## config.mk

```make
export PLATFORM = sky130hd
export DESIGN_NAME = dac_threshold_wr
export DESIGN_NICKNAME = d
export VERILOG_FILES = /design/src/rtl/dac_threshold_wr.sv
export SDC_FILE = /design/constraint.sdc
export NUM_CORES = 1
export LEC_CHECK = 0
export CAP_MARGIN = 10
export CORE_MARGIN = 3
export CORE_UTILIZATION = 49
export CTS_CLUSTER_DIAMETER = 40
export CTS_CLUSTER_SIZE = 24
export DETAILED_ROUTE_END_ITERATION = 10
export PLACE_DENSITY = 0.75
export SLEW_MARGIN = 10
export SYNTH_ARGS = -nofsm -noshare
export SYNTH_HDL_FRONTEND = slang
export SYNTH_SLANG_ARGS = --single-unit
```

## constraint.sdc

```tcl
create_clock -name clk_i -period 1.7 [get_ports clk_i]
set_input_delay 0.34 -clock clk_i [delete_from_list [all_inputs] [get_ports clk_i]]
set_output_delay 0.34 -clock clk_i [all_outputs]
set_load 0.01 [all_outputs]
```

## src/rtl/dac_threshold_wr.sv

```systemverilog
// rtl/dac_threshold_wr.sv - SPI writer for the comparator threshold DAC with settle wait and a one-deep pending slot
// Optional LDAC pulse after chip-select release: define DAC_LDAC_EN.
module dac_threshold_wr #(
    parameter int CLK_DIV       = 2,
    parameter int SETTLE_CYCLES = 100,
    parameter int LDAC_CYCLES   = 2
) (
    input  logic        clk_i,
    input  logic        rst_i,
    input  logic [15:0] threshold_i,
    input  logic        threshold_wre_i,
    output logic        threshold_rdy_o,
    output logic [15:0] dac_code_o,
    output logic        dac_cs_n_o,
    output logic        dac_sclk_o,
`ifdef DAC_LDAC_EN
    output logic        dac_ldac_n_o,
`endif
    output logic        dac_mosi_o
);

    // A zero settle time still needs one chip-select-high cycle when a pending write chains on.
    localparam int SETTLE_LEN = (SETTLE_CYCLES > 0) ? SETTLE_CYCLES : 1;
    localparam int MAX_A      = (CLK_DIV > SETTLE_LEN) ? CLK_DIV : SETTLE_LEN;
    localparam int MAXC       = (MAX_A > LDAC_CYCLES) ? MAX_A : LDAC_CYCLES;
    localparam int CW         = $clog2(MAXC + 1);

    typedef enum logic [2:0] {
        S_IDLE,
        S_CS_SETUP,
        S_SHIFT,
        S_CS_HOLD,
`ifdef DAC_LDAC_EN
        S_LDAC,
`endif
        S_SETTLE
    } state_t;

    state_t        state_q, state_d;
    logic [CW-1:0] cnt_q;
    logic          sclk_hi_q;
    logic [3:0]    bit_cnt_q;
    logic          last_q;
    logic [15:0]   code_q;
    logic [15:0]   dac_code_q;
    logic          pend_q;
    logic [15:0]   pend_code_q;

    logic          div_last;
    logic          settle_last;
    logic          load_new;
    logic          take_pend;
    logic          publish;
    state_t        post_cs;

    assign div_last    = (cnt_q == CW'(CLK_DIV - 1));
    assign settle_last = (cnt_q == CW'(SETTLE_LEN - 1));

    always_comb begin
        state_d   = state_q;
        load_new  = 1'b0;
        take_pend = 1'b0;
        publish   = 1'b0;
        post_cs   = ((SETTLE_CYCLES != 0) || pend_q || threshold_wre_i) ? S_SETTLE : S_IDLE;
        case (state_q)
            S_IDLE: begin
                if (threshold_wre_i) begin
                    load_new = 1'b1;
                    state_d  = S_CS_SETUP;
                end
            end
            S_CS_SETUP: begin
                if (div_last) state_d = S_SHIFT;
            end
            S_SHIFT: begin
                if (div_last && !sclk_hi_q && last_q) state_d = S_CS_HOLD;
            end
            S_CS_HOLD: begin
                if (div_last) begin
                    publish = 1'b1;
`ifdef DAC_LDAC_EN
                    state_d = S_LDAC;
`else
                    state_d = post_cs;
`endif
                end
            end
`ifdef DAC_LDAC_EN
            S_LDAC: begin
                if (cnt_q == CW'(LDAC_CYCLES - 1)) state_d = post_cs;
            end
`endif
            S_SETTLE: begin
                if (settle_last) begin
                    if (pend_q || threshold_wre_i) begin
                        take_pend = 1'b1;
                        state_d   = S_CS_SETUP;
                    end else begin
                        state_d = S_IDLE;
                    end
                end
            end
            default: state_d = S_IDLE;
        endcase
    end

    always_ff @(posedge clk_i) begin
        if (rst_i) begin
            state_q     <= S_IDLE;
            cnt_q       <= '0;
            sclk_hi_q   <= 1'b0;
            bit_cnt_q   <= 4'd15;
            last_q      <= 1'b0;
            code_q      <= '0;
            dac_code_q  <= '0;
            pend_q      <= 1'b0;
            pend_code_q <= '0;
        end else begin
            state_q <= state_d;

            if (state_q == S_IDLE || state_d != state_q || (state_q == S_SHIFT && div_last))
                cnt_q <= '0;
            else
                cnt_q <= cnt_q + CW'(1);

            if (load_new || take_pend) begin
                code_q    <= (load_new || threshold_wre_i) ? threshold_i : pend_code_q;
                bit_cnt_q <= 4'd15;
                last_q    <= 1'b0;
                sclk_hi_q <= 1'b1;
            end else if (state_q == S_SHIFT && div_last) begin
                sclk_hi_q <= ~sclk_hi_q;
                // Data moves on the falling edge; the counter stops at 0 and last_q marks the tail.
                if (sclk_hi_q) begin
                    if (bit_cnt_q != 4'd0) bit_cnt_q <= bit_cnt_q - 4'd1;
                    else                   last_q    <= 1'b1;
                end
            end

            if (publish) dac_code_q <= code_q;

            if (take_pend) begin
                pend_q <= 1'b0;
            end else if (threshold_wre_i && state_q != S_IDLE) begin
                pend_q      <= 1'b1;
                pend_code_q <= threshold_i;
            end
        end
    end

    assign threshold_rdy_o = (state_q == S_IDLE);
    assign dac_code_o      = dac_code_q;
    assign dac_cs_n_o      = !(state_q == S_CS_SETUP || state_q == S_SHIFT || state_q == S_CS_HOLD);
    assign dac_sclk_o      = (state_q == S_SHIFT) && sclk_hi_q;
    assign dac_mosi_o      = (state_q == S_CS_SETUP || (state_q == S_SHIFT && !last_q)) ?
                             code_q[bit_cnt_q] : 1'b0;
`ifdef DAC_LDAC_EN
    assign dac_ldac_n_o    = (state_q != S_LDAC);
`endif

endmodule

```

==> results.yml <==
finish:
  layout_commonest_cell: "dfxtp_1"
  diodes: 0
  most-common-layout-cells: "dfxtp_1 (60), mux2i_1 (47), buf_4 (46), nor2_1 (41), clkdlybuf4s50_1 (33)"
  final_util: 0.752
  syn_to_final_growth_pct: 47.9
  drive_gt1_frac: 0.388
  multi_input_area_um2: 1790
  final.fill_count: 387
  final_area_um2: 4480
  seqCellArea_um2: 1310
  fin_nets: 411
outcome:
  status: "complete, but fails checks"
  failed_checks: "setup timing"
global_route:
  grt_pass1_vias: 2748
  grt_overflow: 0
  grtUsageTotal: 0.248
  grt_max_degree: 32
  antenna_found_initial: 0
  grt_pass1_wl_mm: 14.0
floorplanning:
  die_h_um: 84.6
  die_width_um: 84.6
  die_area_um2: 7160
  core_um2: 5960
  start_util: 0.509
  ios: 39
  num_rows: 28
logic_synthesis:
  syn-instance-count: 293
  yosys.area_share.simple: 0.137
  yosysWarningCount: 0
  synth_edf_count: 0
  synth_nets: 315
  muxShareOfSynthArea: 0.192
  synth_seq_area_share: 0.430
  synth_area_per_cell_um2: 10.3
  syn_area_um2: 3030
  synth_top_family_by_area: "multiplexers"
  synthArstFlopShare: 0
  ys_ff_latch: 65
  synth_cell_types: 48
  synthAdderAreaFrac: 0.0124
  synth-compound-area-share: 0.157
  synth_xor_area_frac: 0.0202
  ys.flop_type: "dfxtp_1"
critical_path:
  crit_type: "reg2out"
  end_kind: "output pin"
  arrival_ns: 1.81
  r2r_cells: 7
  r2r_slack_ns: -0.20
  required_ns: 1.36
  r2r_end: "code_q[9]$_SDFFE_PP0P_"
  cp_max_fo: 5
  cp-start-kind: "flip-flop"
  worst_r2r_startpoint: "state_q[0]$_SDFF_PP0_"
detailed_routing:
  drt-total-wl_mm: 9.26
  post_drt_wl_per_cell_um: 19.8
  vias: 2768
  drt-initial-drc-count: 217
  drc_errors: 0
  post_drt_via_cell_ratio: 5.93
  first_pass_iters: 5
  ant_nets: 0
power_and_ir_drop:
  p_leak_nw: 1.97
  ir_drop_v: 0.000518
  power_mw: 3.58
  power_density_nw_per_um2: 800
cts:
  cts_tree: "built"
  clock_sinks: 65
  htreeDepth: 3
  root_buffer: "clkbuf_8"
  numCtsBuffers: 9
  cts_buffer_depth: 2
  holdBufCountCts: 0
  clock_latency_ns: 0.36
  clk_pin_slew_worst_paths_ns: 0.07
run:
  maxCapViolCount: 0
placement:
  gp_congestion: 0.813
  dpl.hpwl_mm: 4.88
  pre_cts_ws_ns: -0.575
  portBuffers: 38
  placed_cell_area_um2: 3810
timing:
  slew_headroom: 0.718
  finalSetupViolCount: 40
  tightestPinTransition_ns: 0.423
  fmax_mhz: 465
  rsz0062_at_grt: "true"
  setup_slack_ns: -0.449
  fin_skew_ns: 0.0152
  setup_tns_ns: -5.13
  hold_viol: 0
  period_share: 1.26
  final_max_slew_viol_count: 0
  period_minus_slack_ns: 2.15
hold_path:
  hold_depth: 2
  worstHoldStart: "rst_i"
  hold_path_end: "dac_code_o[11]$_SDFFE_PP0P_"
  hold_path_class: "in2reg"
routing by layer:
metal	up-vias	global-route usage	part of all wire
met3	15	0.0599	0.066
met5	-	0	0
met2	129	0.407	0.49
met4	0	0.114	0.018
met1	1366	0.308	0.43
li1	1258	-	-
worst max-delay path: stages (launching register included):
cell	delay [ns]
dfxtp_4	0.40
mux4_2	0.51
mux2i_1	0.17
o22a_1	0.20
nor3_2	0.05
buf_2	0.14
how the worst max path moves through the flow:
| stage | to | cells past startpoint | start | slack (ns) |
|---|---|---|---|---|
| floorplan | pend_code_q[10]$_SDFFE_PP0P_ | 6 | state_q[0]$_SDFF_PP0_ | -0.07 |
| global route | dac_mosi_o | 5 | bit_cnt_q[0]$_SDFFE_PP1P_ | -0.52 |
| finish | dac_mosi_o | 5 | bit_cnt_q[0]$_SDFFE_PP1P_ | -0.45 |
| CTS | dac_mosi_o | 5 | bit_cnt_q[0]$_SDFFE_PP1P_ | -0.44 |
| global placement | dac_mosi_o | 5 | bit_cnt_q[0]$_SDFFE_PP1P_ | -0.52 |
| detailed placement | dac_mosi_o | 5 | bit_cnt_q[0]$_SDFFE_PP1P_ | -0.58 |
registers in the layout, indices dropped and copies added (netlist names):
register     flops
bit_cnt_q        4
cnt_q            7
code_q          16
dac_code_o      16
last_q           1
pend_code_q     16
pend_q           1
sclk_hi_q        1
state_q          3
cells by family (layout without fill, tap and decap cells):
kind of cell               after synthesis  count (layout)
xor gates and xnor gates                 7               7
DFF                                     65              65
and+or+nand+nor                         80              80
muxes                                   53              53
buffers and inverters                   29             128
AOI/OAI and AO/OA                       56              56
adders and majority gates                3               3
what timing repair did:
| action | in CTS | in global routing |
|---|---|---|
| buffers inserted | 8 | 7 |
| pin swaps | 38 | 11 |
| gates resized for setup | 65 | 27 |
| endpoints found under the setup margin | 38 | 48 |
| gates cloned | 4 | 1 |
power by group:
part	leakage (nW)	total, mW	internal, mW	switching [mW]
Combinational	1.36	0.823	0.442	0.380
Clock	0.0778	1.12	0.505	0.614
Sequential	0.531	1.64	1.59	0.0499
Total	1.97	3.58	2.54	1.04
cells in the mapped netlist (all sizes together) (2+ instances only):
cell type | instances | area [um^2]
and3 | 3 | 18.8
a31oi | 2 | 12.5
nor2b | 3 | 18.8
inv | 6 | 22.5
mux4 | 4 | 90.1
ha | 3 | 37.5
clkbuf | 13 | 48.8
nor3 | 5 | 30.0
nand2 | 2 | 7.51
xor2 | 3 | 26.3
or3 | 4 | 25.0
o21ai | 6 | 41.3
nand3 | 8 | 40.0
dfxtp | 65 | 1300
a311oi | 16 | 221
xnor2 | 4 | 35.0
nor2 | 42 | 158
a21oi | 23 | 115
nor4b | 2 | 17.5
mux2i | 49 | 490
nor3b | 2 | 20.0
buf | 10 | 85.1
layout make-up:
type                            count  share of cell area
Clock buffer                       10              0.0285
Clock inverter                      4             0.00503
Inverter                            6             0.00503
Multi-Input combinational cell    199               0.398
Sequential cell                    65               0.293
Tap cell                           75              0.0209
Timing Repair Buffer              108               0.249
stage by stage:
stage | cells | hold slack (ns)
2_1_floorplan | 293 | 0.433
3_3_place_gp | 434 | 0.447
3_5_place_dp | 434 | 0.455
4_1_cts | 460 | 0.354
5_1_grt | 467 | 0.362
6_report | 467 | 0.366
Note: power is estimated with default switching activity, not from simulation.
